## src/rtl/freq_meas_pkg.sv

```systemverilog
// -----------------------------------------------------------------------------
// freq_meas_pkg
// Shared definitions for the frequency measurement sequencer: FSM state
// encoding, Status codes, frame header bytes and small frame helpers.
// -----------------------------------------------------------------------------
package freq_meas_pkg;

    typedef enum logic [2:0] {
        ST_IDLE    = 3'd0,
        ST_GATE    = 3'd1,
        ST_LATCH   = 3'd2,
        ST_LOAD    = 3'd3,
        ST_WAIT_HI = 3'd4,
        ST_WAIT_LO = 3'd5
    } state_t;

    localparam logic [1:0] STATUS_IDLE = 2'b00;
    localparam logic [1:0] STATUS_GATE = 2'b01;
    localparam logic [1:0] STATUS_SEND = 2'b10;
    localparam logic [1:0] STATUS_OVF  = 2'b11;

    localparam logic [7:0] HDR_OK  = 8'hA5;
    localparam logic [7:0] HDR_OVF = 8'hAE;

    // Cycles to wait for BUSY to rise before a byte is assumed sent.
    localparam logic [1:0] BUSY_WAIT_LAST = 2'd3;

    // Status code shown while a frame is being sent.
    function automatic logic [1:0] send_status(input logic ovf);
        return ovf ? STATUS_OVF : STATUS_SEND;
    endfunction

    // Header byte that opens a frame.
    function automatic logic [7:0] frame_header(input logic ovf);
        return ovf ? HDR_OVF : HDR_OK;
    endfunction

endpackage

```

## src/rtl/freq_meas_sequencer_sig_edge_sync.sv

```systemverilog
// -----------------------------------------------------------------------------
// sig_edge_sync
// Brings an asynchronous input into the clk domain through a 2-flop
// synchronizer and emits a registered one-cycle pulse per rising edge.
// The pulse appears 3 clk cycles after the input edge.
// Ports:
//   clk      in  1  system clock
//   rst      in  1  synchronous active-high reset
//   i_async  in  1  asynchronous input
//   o_rise   out 1  one-cycle rising-edge pulse (registered)
// -----------------------------------------------------------------------------
module sig_edge_sync (
    input  logic clk,
    input  logic rst,
    input  logic i_async,
    output logic o_rise
);

    logic r_sync1;
    logic r_sync2;
    logic r_prev;
    logic r_rise;

    // Synchronizer chain, edge-detect history flop and registered pulse.
    always_ff @(posedge clk) begin
        if (rst) begin
            r_sync1 <= 1'b0;
            r_sync2 <= 1'b0;
            r_prev  <= 1'b0;
            r_rise  <= 1'b0;
        end else begin
            r_sync1 <= i_async;
            r_sync2 <= r_sync1;
            r_prev  <= r_sync2;
            r_rise  <= r_sync2 & ~r_prev;
        end
    end

    assign o_rise = r_rise;

endmodule

```

## src/rtl/freq_meas_sequencer.sv

```systemverilog
// -----------------------------------------------------------------------------
// freq_meas_sequencer
// Opens a gate window of GATE_CYCLES clk cycles, counts rising edges of
// sigClk, latches the result and streams a framed result (header byte, then
// NBYTES count bytes MSB first) to an SPI master over data/sendEnable/BUSY.
// Ports:
//   clk         in   1      system clock
//   rst         in   1      synchronous active-high reset
//   sigClk      in   1      measured signal, asynchronous to clk
//   start       in   1      measurement request (only when CONTINUOUS=0)
//   BUSY        in   1      SPI master busy
//   data        out  8      byte to transmit, valid with sendEnable
//   sendEnable  out  1      one-cycle load strobe
//   Status      out  2      00 idle, 01 gate, 10 send, 11 overflow send
//   count       out  CNT_W  last latched edge count
// -----------------------------------------------------------------------------
module freq_meas_sequencer
    import freq_meas_pkg::*;
#(
    parameter int GATE_CYCLES = 1000,
    parameter int CNT_W       = 32,
    parameter int NBYTES      = 4,
    parameter int CONTINUOUS  = 1
) (
    input  logic             clk,
    input  logic             rst,
    input  logic             sigClk,
    input  logic             start,
    input  logic             BUSY,
    output logic [7:0]       data,
    output logic             sendEnable,
    output logic [1:0]       Status,
    output logic [CNT_W-1:0] count
);

    localparam int GW      = $clog2(GATE_CYCLES + 1);
    localparam int BW      = $clog2(NBYTES + 1);
    localparam int FRAME_W = 8 * (NBYTES + 1);

    localparam logic [GW-1:0] GATE_LAST = GW'(GATE_CYCLES - 1);
    localparam logic [BW-1:0] BYTE_LAST = BW'(NBYTES);

    state_t               r_state;
    logic [GW-1:0]        r_gate_cnt;
    logic [CNT_W-1:0]     r_edge_cnt;
    logic                 r_ovf;
    logic [FRAME_W-1:0]   r_frame;
    logic [BW-1:0]        r_byte_idx;
    logic [1:0]           r_wait_cnt;
    logic [7:0]           r_data;
    logic                 r_send;
    logic [1:0]           r_status;
    logic [CNT_W-1:0]     r_count;

    logic                 w_edge;
    logic                 w_sat_hit;
    logic                 w_byte_done;

    sig_edge_sync u_sig_sync (
        .clk     (clk),
        .rst     (rst),
        .i_async (sigClk),
        .o_rise  (w_edge)
    );

    // An edge arriving while the counter is already all-ones is an overflow.
    assign w_sat_hit = w_edge & (&r_edge_cnt);

    // A byte is finished when BUSY drops after rising, or never rose in time.
    assign w_byte_done = ((r_state == ST_WAIT_HI) && !BUSY && (r_wait_cnt == BUSY_WAIT_LAST)) ||
                         ((r_state == ST_WAIT_LO) && !BUSY);

    // Measurement and frame transmit sequencer with registered outputs.
    always_ff @(posedge clk) begin
        if (rst) begin
            r_state    <= ST_IDLE;
            r_gate_cnt <= '0;
            r_edge_cnt <= '0;
            r_ovf      <= 1'b0;
            r_frame    <= '0;
            r_byte_idx <= '0;
            r_wait_cnt <= 2'd0;
            r_data     <= 8'h00;
            r_send     <= 1'b0;
            r_status   <= STATUS_IDLE;
            r_count    <= '0;
        end else begin
            r_send <= 1'b0;
            case (r_state)
                ST_IDLE: begin
                    if ((CONTINUOUS != 0) || start) begin
                        r_gate_cnt <= '0;
                        r_edge_cnt <= '0;
                        r_ovf      <= 1'b0;
                        r_status   <= STATUS_GATE;
                        r_state    <= ST_GATE;
                    end
                end
                ST_GATE: begin
                    if (w_sat_hit) begin
                        r_ovf <= 1'b1;
                    end else if (w_edge) begin
                        r_edge_cnt <= r_edge_cnt + 1'b1;
                    end
                    if (r_gate_cnt == GATE_LAST) begin
                        // Include an overflow from this final gate cycle.
                        r_status <= send_status(r_ovf | w_sat_hit);
                        r_state  <= ST_LATCH;
                    end else begin
                        r_gate_cnt <= r_gate_cnt + 1'b1;
                    end
                end
                ST_LATCH: begin
                    r_count    <= r_edge_cnt;
                    r_frame    <= {frame_header(r_ovf), r_edge_cnt};
                    r_byte_idx <= '0;
                    r_state    <= ST_LOAD;
                end
                ST_LOAD: begin
                    if (!BUSY) begin
                        // Frame is shifted out from the top byte down.
                        r_data     <= r_frame[FRAME_W-1 -: 8];
                        r_frame    <= r_frame << 8;
                        r_send     <= 1'b1;
                        r_wait_cnt <= 2'd0;
                        r_state    <= ST_WAIT_HI;
                    end
                end
                ST_WAIT_HI: begin
                    if (BUSY) begin
                        r_state <= ST_WAIT_LO;
                    end else if (r_wait_cnt != BUSY_WAIT_LAST) begin
                        r_wait_cnt <= r_wait_cnt + 1'b1;
                    end
                end
                ST_WAIT_LO: begin
                    r_state <= ST_WAIT_LO;
                end
                default: begin
                    r_status <= STATUS_IDLE;
                    r_state  <= ST_IDLE;
                end
            endcase

            if (w_byte_done) begin
                if (r_byte_idx == BYTE_LAST) begin
                    r_status <= STATUS_IDLE;
                    r_state  <= ST_IDLE;
                end else begin
                    r_byte_idx <= r_byte_idx + 1'b1;
                    r_state    <= ST_LOAD;
                end
            end
        end
    end

    assign data       = r_data;
    assign sendEnable = r_send;
    assign Status     = r_status;
    assign count      = r_count;

endmodule
```

## config.mk

```make
export PLATFORM = sky130hd
export DESIGN_NAME = freq_meas_sequencer
export DESIGN_NICKNAME = d
export VERILOG_FILES = /design/src/rtl/freq_meas_pkg.sv /design/src/rtl/freq_meas_sequencer_sig_edge_sync.sv /design/src/rtl/freq_meas_sequencer.sv
export SDC_FILE = /design/constraint.sdc
export NUM_CORES = 1
export LEC_CHECK = 0
export BUFFER_PORTS_ARGS = -buffer_cell sky130_fd_sc_hd__buf_2
export CORE_UTILIZATION = 45
export CTS_CLUSTER_DIAMETER = 120
export DETAILED_ROUTE_END_ITERATION = 6
export GPL_ROUTABILITY_DRIVEN = 1
export PLACE_DENSITY_LB_ADDON = 0.15
export SETUP_SLACK_MARGIN = 0.5
export SKIP_CTS_REPAIR_TIMING = 1
export SYNTH_ARGS = -nofsm -noshare
export SYNTH_HDL_FRONTEND = slang
export SYNTH_HIERARCHICAL = 1
export SYNTH_SLANG_ARGS = --single-unit
```

## constraint.sdc

```tcl
create_clock -name clk -period 2 [get_ports clk]
set_clock_uncertainty 0.1 [all_clocks]
set_input_delay 0.1 -clock clk [delete_from_list [all_inputs] [get_ports clk]]
set_output_delay 0.1 -clock clk [all_outputs]
set_load 0.01 [all_outputs]
```

Word level (Yosys, flattened, before mapping). Cells that the tools add are included.

Bits in registers: 138. Input port bits: 5. Output and inout port bits: 43. Logic and storage cells: 92.

$add $sub $neg: 4. Equality and inequality tests: 19. Muxes and demuxes: 29. Bitwise gates (word level): 6. Reduce and logical (&&, ||, !) cells: 19.

Operators with widths (count): 40-bit one-hot mux with 2 select lines (1); 32-bit 2-to-1 mux (2); 32-bit one-hot mux with 2 select lines (1); 40-bit 2-to-1 mux (1); 32-bit by 1-bit adder with 32-bit output (second input constant) (1); 32-bit AND reduction (1); 3-bit 2-to-1 mux (7); 10-bit one-hot mux with 2 select lines (1); 3-bit one-hot mux with 6 select lines (1); 2-bit 2-to-1 mux (7); 2-bit != test (second input constant) (6); 10-bit by 1-bit adder with 10-bit output (second input constant) (1); 10-bit == test (second input constant) (1); 10-bit 2-to-1 mux (1); 3-bit == test (second input constant) (3); 3-bit != test (second input constant) (3); 2-bit AND reduction (4); 3-bit by 2-bit == test with 1-bit output (second input constant) (2); 2-bit one-hot mux with 3 select lines (1); 3-bit AND reduction (2); 2-bit nonzero test (3); 4-bit 2-to-1 mux (1); 2-bit by 1-bit != test with 1-bit output (second input constant) (2); 2-bit one-hot mux with 2 select lines (1); other kinds (16) (23).

Depth between registers and ports, before layout. Gate-level depths: netlist (run 1).

Word-level depth: 8. Mapped depth: 7. Depth with buffers taken out: 6.

Hierarchy. Netlist (run 1), hierarchy kept.

By module, submodules not included: freq_meas_sequencer (times used 1, cells each 732, area each 5854.4 µm², seq. area each 2682.6 µm²); sig_edge_sync (times used 1, cells each 8, area each 111.4 µm², seq. area each 80.1 µm²).

Least setup slack after synthesis (run 1). Ideal clock, no wire load.

Path type: reg2reg. Start: register r_gate_cnt[0]. End: register r_state[0]. Setup time: 136 ps. Arrival time: 1719 ps. Data required time: 1764 ps. Path slack: 45 ps. Stages on the path, launching flop included: 8. Buffers on the path: 1. Period minus slack after synthesis: 1955 ps. Cells stage by stage: dfxtp_1 > ha_1 > nand2_1 > o41ai_1 > buf_2 > a21oi_1 > a211oi_1 > a211oi_1.

Word-level cells in the longest chain between the ends: 3.

RTL lines: start: declaration (line freq_meas_sequencer.sv:44) `logic [GW-1:0] r_gate_cnt;`; start signal: assignment (line freq_meas_sequencer.sv:110) `r_gate_cnt <= r_gate_cnt + 1'b1;`; 10-bit == test (line freq_meas_sequencer.sv:105) `if (r_gate_cnt == GATE_LAST) begin`; 3-bit != test (no line); 3-bit AND reduction (no line); end signal: assignment (line freq_meas_sequencer.sv:108) `r_state <= ST_LATCH;`; end signal: assignment (line freq_meas_sequencer.sv:117) `r_state <= ST_LOAD;`; end signal: assignment (line freq_meas_sequencer.sv:126) `r_state <= ST_WAIT_HI;`; end: declaration (line freq_meas_sequencer.sv:43) `state_t r_state;`.

No other way between the ends. A chain may end at the register's enable or synchronous reset.

Worst setup path after layout (run 1).
Start: register r_state[2]. End: register r_frame[25].

Word-level cells in the longest chain between the ends: 3. Elaborated cells on any way between the ends: 6. Classes of those cells: eq/ne: 3; mux: 1; reduce/logical: 2.

RTL lines: start signal: assignment (line freq_meas_sequencer.sv:76) `r_state <= ST_IDLE;`; start signal: assignment (line freq_meas_sequencer.sv:96) `r_state <= ST_GATE;`; start signal: assignment (line freq_meas_sequencer.sv:108); 3-bit by 2-bit == test with 1-bit output (line freq_meas_sequencer.sv:89) `case (r_state)`; 2-bit != test (no line) or 2-bit nonzero test (tied branches); 2-bit AND reduction (no line); end signal: assignment (line freq_meas_sequencer.sv:115) `r_frame <= {frame_header(r_ovf), r_edge_cnt};`; end signal: assignment (line freq_meas_sequencer.sv:123) `r_frame <= r_frame << 8;`; end: declaration (line freq_meas_sequencer.sv:47) `logic [FRAME_W-1:0] r_frame;`.

Several ways; a longest one is shown, not always the timed one.

==> out/metrics.cfg, run 1 <==
[global_routing]
grt.total_usage_pct=22.7
grt_max_degree=51
grt_first_pass_wirelength_mm=24.1
grt_antenna_before_repair=0
grt_overflow=0
first_global_vias=5043

[sta]
timing.fmax_mhz=511
hold_violations=0
fin_crit_sh_pct=97.9
slew_headroom_pct=63.6
setup_tns_ps=0
tightest_slew_ps=546
setup_viol=0
rsz0062_at_grt=yes
maxSlewViolCount=0
hold_ws_ps=47.6
period_needed_ps=1960

[routing]
wl_per_cell_um=17.8
drt_iter0_drc=467
drc=0
routed_via_density=5.80
vias=6008
wirelength_mm=18.4
first_pass_iters=5
drtAntennaViolNets=0

[setup_path]
cp-start-kind=register
path_class=register to register
startpoint=r_state[2]
path_max_fanout=8
arrival_ps=2170
required_ps=2210
reg2regPathDepth=7
worst_setup_path_end_kind=register
reg2reg_from=r_state[2]

[logic_synthesis]
synth_edf_count=0
yosysSeqAreaShare_pct=46.3
synth_nets=750
syn_avg_cell_area_sq_um=8.06
syn_area_sq_um=5970
ys_ff_latch=138
yosysUniqueCellTypes=58
synthCells=740
yosys_warnings=6
synth_flop_cell=dfxtp_1
ys_async_sr_fraction_pct=0

[clocking]
clock_path_buffers=2
cts_root_buffer=clkbuf_16
cts.sinks=138
htree_levels=4
cts_tree=done
cts_inserted_buffers=17
clk_pin_slew_ps=60
insertion_delay_ps=430

[layout]
n_antenna_cell=0
multi_input_area_sq_um=4000
nNetsFinal=860
final_cell_area_sq_um=8970
synthToLayoutAreaGrowth_pct=50.3
utilization_pct=70.2
fillers=922
seq_area_sq_um=2810
final_layout_size_suffix_gt1_share_pct=45.5
fin_cells=1035

[floorplanning]
rows=41
dieHeight_um=117
fp.dieArea_sq_um=13700
design.core.area_sq_um=12800
die_w_um=117
initial_core_util_pct=46.7
pin_count=48

[placed_design]
gp_congestion=0.806
hpwl_mm=10.3
place_inst=964
port_buffers=46
dpl-instance-area_sq_um=6870

[flow_run]
max-cap-violations=0

[power_and_ir_drop]
p_leak_uw=0.00335
power_density_nw_per_um2=790
ir_drop_uv=584

[min_path]
worstHoldStart=rst
min_path_type=primary input to register
hold_depth=2

[run_status]
status=finished, final reports clean

per-stage QoR:
stage	total power (uW)	setup WS, ps
2_1_floorplan	3430	127
3_3_place_gp	3580	64.5
3_5_place_dp	3590	29.2
4_1_cts	6620	-9.19
5_1_grt	7280	31.4
6_report	7080	42.5
cells in the final DEF (no fill, tap or decap), types with 7 or more instances in the layout:
cell type	count
clkbuf_16	26
nand2_2	10
inv_1	7
dfxtp_2	21
nor3_1	7
nand2_4	32
buf_12	10
or4_1	7
a21oi_2	50
o31ai_1	7
nand3_1	16
nor2_4	11
o21ai_0	12
dfxtp_1	111
nand4_1	10
buf_4	54
nor2_1	45
nor3_2	7
mux2i_1	7
buf_2	45
or3_1	18
buf_6	20
a311oi_2	9
nand2_1	129
a21oi_1	39
a311oi_1	14
critical path: stages, from the launching register on:
cell and delay [ps]:
dfxtp_4 390, buf_6 130, nand3b_1 260, or2_4 340
nand2_8 140, clkbuf_16 170, nor2_1 40, a311oi_1 270
metal layers:
layer	part of all wire, %	vias up	wire length [um]	track usage [%]
met4	2.9	0	538	11.3
li1	-	2829	-	-
met1	43	2929	7860	28.3
met5	0	-	0	0
met3	4.9	46	907	4.33
met2	49	204	9080	37.7
logic make-up after synthesis:
logic type,Yosys count,share of synthesized area (%)
simple gates,355,28.6
fa+ha+maj,5,1.05
flops,138,46.3
compound gates,166,17.1
xor+xnor,8,1.17
buf+inv,59,4.22
mux,9,1.55
worst paths after layout:
check	endpoint	slack, ps
max	r_frame[25]	40
min	r_gate_cnt[0]	50
max reg2reg	r_frame[25]	40
min reg2reg	u_sig_sync/o_rise	320
flip-flops by register name, indices dropped and copies added (netlist names):
register	count
r_state	3
r_gate_cnt	10
r_byte_idx	3
r_edge_cnt	32
r_ovf	1
u_sig_sync/r_prev	1
sendEnable	1
Status	2
r_wait_cnt	2
u_sig_sync/r_sync2	1
u_sig_sync/o_rise	1
r_frame	40
count	32
u_sig_sync/r_sync1	1
data	8
final cells by class:
type / count / area share, %
clock buffer: 24 / 5.37
clock inverter: 8 / 1.02
sequential: 138 / 31.4
inverter: 8 / 0.335
timing repair buffer: 142 / 14.9
tap: 172 / 2.40
multi-input combinational: 543 / 44.6
cells in the mapped netlist (6+ instances only):
master | count | area share [%]
dfxtp_1 | 138 | 46
clkbuf_1 | 34 | 2.1
nor2b_1 | 6 | 0.63
a211oi_1 | 8 | 1.0
mux2i_1 | 7 | 1.2
or3_1 | 23 | 2.4
a21oi_1 | 91 | 7.6
o21ai_0 | 15 | 1.3
xnor2_1 | 6 | 0.88
nand3_1 | 20 | 1.7
or4_1 | 10 | 1.3
a311oi_1 | 23 | 3.4
buf_2 | 8 | 0.67
nand4_1 | 10 | 1.0
nand2_1 | 173 | 11
nor3_1 | 15 | 1.3
inv_1 | 8 | 0.50
nor2_1 | 58 | 3.6
o31ai_1 | 10 | 1.3
power breakdown:
part / total (uW) / switching [uW] / leakage [uW] / internal (uW)
sequential: 2930 / 85.5 / 0.00113 / 2840
combinational: 1080 / 596 / 0.00193 / 488
clock: 3070 / 1150 / 0.000288 / 1920
total: 7080 / 1830 / 0.00335 / 5250
(Power assumes the default switching activity.)
==> inputs of run 2 (changes only) <==
--- a/config.mk
+++ b/config.mk
@@ -5,12 +5,13 @@
 export SDC_FILE = /design/constraint.sdc
 export NUM_CORES = 1
 export LEC_CHECK = 0
+export ABC_AREA = 1
 export BUFFER_PORTS_ARGS = -buffer_cell sky130_fd_sc_hd__buf_2
 export CORE_UTILIZATION = 45
 export CTS_CLUSTER_DIAMETER = 120
 export DETAILED_ROUTE_END_ITERATION = 6
 export GPL_ROUTABILITY_DRIVEN = 1
-export PLACE_DENSITY_LB_ADDON = 0.15
+export PLACE_DENSITY = 0.65
 export SETUP_SLACK_MARGIN = 0.5
 export SKIP_CTS_REPAIR_TIMING = 1
 export SYNTH_ARGS = -nofsm -noshare
==> out/metrics.cfg, run 2 <==
[run_status]
status=finished, final reports clean

[setup_path]
crit_top_cell=nand2_4
r2r-end=r_edge_cnt[15]
reg2reg_from=r_edge_cnt[0]
path_max_fanout=10
cp-start-kind=register
reg2regPathDepth=11
critPathBufInv=2
worst_setup_path_end_kind=register
required_ps=2170
crit_chain=ha_4 > inv_2 > nor2_1 > nand2_1 > nor2_4 > nand2_4 > buf_12 > nand2_8 > nand2_4 > nand3_1 > a21oi_2
crit_slowest_cell=dfxtp_4
crit_path_max_incr_delay_ps=370
path_class=register to register
arrival_ps=2040
cp.depth=11
r2r_setup_slack_ps=140
critical_path.top_delay_family=simple AND/OR/NAND/NOR gates

[sta]
fin_crit_sh_pct=93.1
maxSlewViolCount=0
tightest_slew_ps=648
slew_headroom_pct=56.8
rsz0062_at_grt=yes
timing.fmax_mhz=537
setup_tns_ps=0
setup_viol=0
hold_violations=0
period_needed_ps=1860

[power_and_ir_drop]
power_density_nw_per_um2=876
p_comb_share_pct=23.5
internal-power_uw=5340
clockPowerShare_pct=36.0
switching_power_uw=2280
swShare_pct=29.9
ir_drop_uv=624
power_uw=7610
p_seq_share_pct=40.5
p_leak_uw=0.00347

[logic_synthesis]
syn_area_sq_um=6220
yosysMostFrequentCell=nand2_1
yosysUniqueCellTypes=33
synth_area_leader_cell=dfxtp_1
yosys_warnings=6
synth_nets=920
ys_async_sr_fraction_pct=0
synth_top_cells_by_area=dfxtp_1 44%, nand2_1 14%, nor2_1 10%
syn_avg_cell_area_sq_um=6.84
synthCells=910
synth_edf_count=0
synth_flop_cell=dfxtp_1
yosys-top-cells-count=236 x nand2_1, 165 x nor2_1, 138 x dfxtp_1, 71 x o21ai_0, 65 x a21oi_1
netlist.area_leader.share_pct=44.4
yosysSeqAreaShare_pct=44.4
ys_ff_latch=138

[floorplanning]
initial_core_util_pct=46.6
rows=42
dieHeight_um=120
die_w_um=120
design.core.area_sq_um=13300
fp.dieArea_sq_um=14300
pin_count=48

[placed_design]
port_buffers=46
gp_congestion=0.934
hpwl_mm=11.6

[layout]
fillers=1151
final_layout_size_suffix_gt1_share_pct=28.4
mostFrequentLayoutCells=212 x nand2_1, 139 x nor2_1, 121 x dfxtp_1
largest_register_ff_count=40
synthToLayoutAreaGrowth_pct=39.6
utilization_pct=65.1
layout_commonest_cell=nand2_1
n_antenna_cell=0
regMostFlops=r_frame
nNetsFinal=1050

[routing]
routed_via_density=5.40
wirelength_mm=20.1
wl_per_cell_um=16.5
drt_iter0_drc=614
drtAntennaViolNets=0
drc=0
vias=6604
first_pass_iters=6

[min_path]
hold_depth=5
min_path_type=primary input to register
whs_endpoint=r_state[0]
worstHoldStart=BUSY

[clocking]
cts_tree=done
cts_inserted_buffers=17
clk_pin_slew_ps=60
insertion_delay_ps=420
cts.sinks=138
htree_levels=4
cts_root_buffer=clkbuf_16
clock_path_buffers=2

[global_routing]
grt_first_pass_wirelength_mm=27.3
grt_antenna_before_repair=0
first_global_vias=5614
grt_overflow=0
grt_max_degree=61
grt.total_usage_pct=24.4

[flow_run]
max-cap-violations=0

## run 2: cell count changes in the layout (fill, tap and decap cells not counted), sizes merged, moves of 14 or more
cell    change
inv        +56
or3        -25
a311oi     -23
nor2      +113
nand3      +25
nand2      +70
nor3       -14
a21oi      -19
o21ai      +57
a31oi      +25
## run 2: how the worst max path moves through the flow
stage	from	end
5_1_grt	r_edge_cnt[17]	r_edge_cnt[17]
2_1_floorplan	r_edge_cnt[0]	r_edge_cnt[1]
6_report	r_edge_cnt[0]	r_edge_cnt[15]
3_5_place_dp	r_state[2]	r_frame[20]
3_3_place_gp	r_state[2]	r_frame[37]
4_1_cts	r_state[2]	r_frame[23]
## run 2: cell type report
class,count,area (sq um),area share [%]
Multi-Input combinational cell,668,3530,40.6
Sequential cell,138,2800,32.2
Timing Repair inverter,1,8.76,0.101
Clock buffer,22,474,5.46
Inverter,66,285,3.28
Tap cell,176,220,2.53
Timing Repair Buffer,148,1350,15.5
Clock inverter,4,22.5,0.259
## run 2: cell families (layout without fill, tap and decap cells)
kind of cell	after synthesis	in the layout	synth area share [%]
buffers and inverters	108	241	6.88
AND/OR/NAND/NOR	469	473	30.2
adder cells (fa/ha/maj)	5	5	1.01
AO/OA/AOI/OAI	178	178	15.9
flip-flops	138	138	44.4
XOR/XNOR	12	12	1.69
## run 2: metrics by stage
stage / instances / cell area [sq um] / hold slack [ps] / worst slack, ps
4_1_cts: 1165 / 7480 / -220 / -74.4
3_5_place_dp: 1139 / 6980 / 211 / -49.1
3_3_place_gp: 1139 / 6980 / 203 / 29.1
2_1_floorplan: 910 / 6340 / 71.2 / 332
5_1_grt: 1223 / 8690 / 41.5 / 92.0
6_report: 1223 / 8690 / 33.1 / 138
## run 2: routing by layer
metal  share of wire [%]  vias to the layer above  GRT usage [%]
met5                   0                        -              0
li1                    -                     3212              -
met1                  44                     3106           33.9
met3                 6.0                       46           4.28
met2                  47                      240           38.3
met4                 2.7                        0           8.28
## run 2: tightest hold or removal path, delay by kind of cell
family | cells | cell delay [ps]
AOI/OAI and AO/OA | 1 | 90
buffers and inverters | 3 | 270
and+or+nand+nor | 1 | 60
## run 2: power by group through the flow
stage | clock network (uW) | logic, uW | registers [uW]
3_3_place_gp | 0 | 1010 | 3110
4_1_cts | 2770 | 1030 | 3060
5_1_grt | 2890 | 1900 | 3110
6_report | 2740 | 1790 | 3090
3_5_place_dp | 0 | 1020 | 3110
2_1_floorplan | 0 | 702 | 3140
==> inputs of run 3 (changes only) <==
--- a/config.mk
+++ b/config.mk
@@ -11,10 +11,8 @@
 export CTS_CLUSTER_DIAMETER = 120
 export DETAILED_ROUTE_END_ITERATION = 6
 export GPL_ROUTABILITY_DRIVEN = 1
-export PLACE_DENSITY = 0.65
 export SETUP_SLACK_MARGIN = 0.5
 export SKIP_CTS_REPAIR_TIMING = 1
 export SYNTH_ARGS = -nofsm -noshare
 export SYNTH_HDL_FRONTEND = slang
-export SYNTH_HIERARCHICAL = 1
 export SYNTH_SLANG_ARGS = --single-unit
==> out/metrics.cfg, run 3 <==
[sta]
setup_slack_ps=201
fin_crit_sh_pct=89.9
setup_tns_ps=0
setup_viol=0
rsz0062_at_grt=yes
hold_violations=0
timing.fmax_mhz=556
tightest_slew_ps=548
slew_headroom_pct=63.5
maxSlewViolCount=0
period_needed_ps=1800

[logic_synthesis]
synth_nets=923
synth_top_family_by_area=simple AND/OR/NAND/NOR gates
synth_top_cells_by_area=dfxtp_1 44%, nand2_1 14%, nor2_1 9.4%
yosysSeqAreaShare_pct=43.8
synth_mux_area_share_pct=0
netlist.area_leader.share_pct=43.8
yosysMostFrequentCell=nand2_1
synth_area_leader_cell=dfxtp_1
synth_edf_count=0
syn_area_sq_um=6300
synth_compound_area_share_pct=16.5
synthCells=913
syn_avg_cell_area_sq_um=6.90
yosysUniqueCellTypes=36
yosys-top-cells-count=232 x nand2_1, 158 x nor2_1, 138 x dfxtp_1, 74 x o21ai_0
synth_fa_ha_area_share_pct=0.992
ys_ff_latch=138
synth_xor_area_share_pct=1.39
ys_async_sr_fraction_pct=0
synth_flop_cell=dfxtp_1
yosys.area_share.simple_pct=30.0
yosys_warnings=0

[floorplanning]
rows=42
die_w_um=120
design.core.area_sq_um=13500
pin_count=48
dieHeight_um=120
initial_core_util_pct=46.9
fp.dieArea_sq_um=14500

[clocking]
clk_pin_slew_ps=60
cts_inserted_buffers=17
htree_levels=4
clock_path_buffers=2
cts_tree=done
cts_root_buffer=clkbuf_16
cts.sinks=138
insertion_delay_ps=430

[global_routing]
grt.total_usage_pct=25.5
grt_first_pass_wirelength_mm=28.6
grt_overflow=0
grt_max_degree=60
grt_antenna_before_repair=0
first_global_vias=5645

[routing]
drt_iter0_drc=579
top_layer=met4
drt-met1-wl_mm=9.10
first_pass_iters=6
wl_met3_mm=1.28
drc=0
wirelength_mm=21.7
routed_via_density=5.41
vias=6707
wl_per_cell_um=17.5
route.met2.wl_mm=10.8
drtAntennaViolNets=0

[setup_path]
cp-start-kind=register
arrival_ps=2050
path_class=register to register
path_max_fanout=7
worst_setup_path_end_kind=register
required_ps=2250

[power_and_ir_drop]
ir_drop_uv=790
p_leak_uw=0.00385
power_density_nw_per_um2=918

[placed_design]
place_ws_ps=142
hpwl_mm=13.0
gp_congestion=0.903
port_buffers=46

[layout]
synthToLayoutAreaGrowth_pct=46.7
utilization_pct=68.7
mostFrequentLayoutCells=182 x nand2_1, 123 x nor2_1, 114 x dfxtp_1
regMostFlops=r_frame
nNetsFinal=1060
layout_commonest_cell=nand2_1
n_antenna_cell=0
final_layout_size_suffix_gt1_share_pct=35.0
fillers=1115
largest_register_ff_count=40

[flow_run]
max-cap-violations=0

[min_path]
min_path_type=primary input to register

[run_status]
status=finished, final reports clean

## run 3: cell types whose count changed in the layout (fill, tap and decap cells not counted), sizes merged, moves of 3 or more
cell and change:
nor2 -5, nand2 -7, o21ai +3, nor3 +4
nand3 -3, inv +9, buf +8, bufinv +4
## run 3: cell type report
class / instances / area, sq um / area share, %
clock buffers: 17 / 425 / 4.60
inverters: 71 / 293 / 3.17
well taps: 176 / 220 / 2.38
clock inverters: 15 / 213 / 2.30
repair buffers: 161 / 1520 / 16.4
multi-input cells: 661 / 3750 / 40.5
flip-flops and latches: 138 / 2830 / 30.6
## run 3: layer usage
layer	vias to the layer above	track usage, %
met5	-	0
met4	0	6.94
met3	41	4.81
met2	247	41.2
met1	3181	34.8
li1	3238	-
## run 3: worst paths after layout
| kind | startpoint | end | slack [ps] | cells past startpoint |
|---|---|---|---|---|
| worst max-delay path | r_edge_cnt[15] | r_edge_cnt[22] | 200 | 11 |
| worst min register to register | u_sig_sync.r_prev | u_sig_sync.o_rise | 290 | 1 |
| worst max register to register | r_edge_cnt[15] | r_edge_cnt[22] | 200 | 11 |
| worst min-delay path | BUSY | r_state[0] | 50 | 5 |
## run 3: stage by stage
step	cells	power, uW	hold slack, ps	area (sq um)
6_report	1239	8490	49.7	9250
5_1_grt	1239	8770	62.9	9250
4_1_cts	1176	7660	-236	7700
3_5_place_dp	1144	4260	212	7060
3_3_place_gp	1144	4230	208	7060
2_1_floorplan	913	3830	107	6370
## run 3: cells by family after synthesis
| group | after synthesis |
|---|---|
| and+or+nand+nor | 460 |
| AOI/OAI and AO/OA | 186 |
| DFF | 138 |
| buffers and inverters | 114 |
| xor gates and xnor gates | 10 |
| adders and majority gates | 5 |
## run 3: worst max-delay path, cell delays in order, from the launching register on
cell       delay (ps)
dfxtp_4           410
nand2_2           110
nor2_4            170
nand2_4            90
nor2_8            130
nand2_4            90
nand2_4           100
nand2_8           100
clkbuf_16         180
nand2_1            60
nand2_1            60
a21oi_2           120
## run 3: where the power goes
part / switching, uW / internal [uW]
combinational: 1050 / 877
sequential: 179 / 2950
clock: 1310 / 2120
total: 2540 / 5940
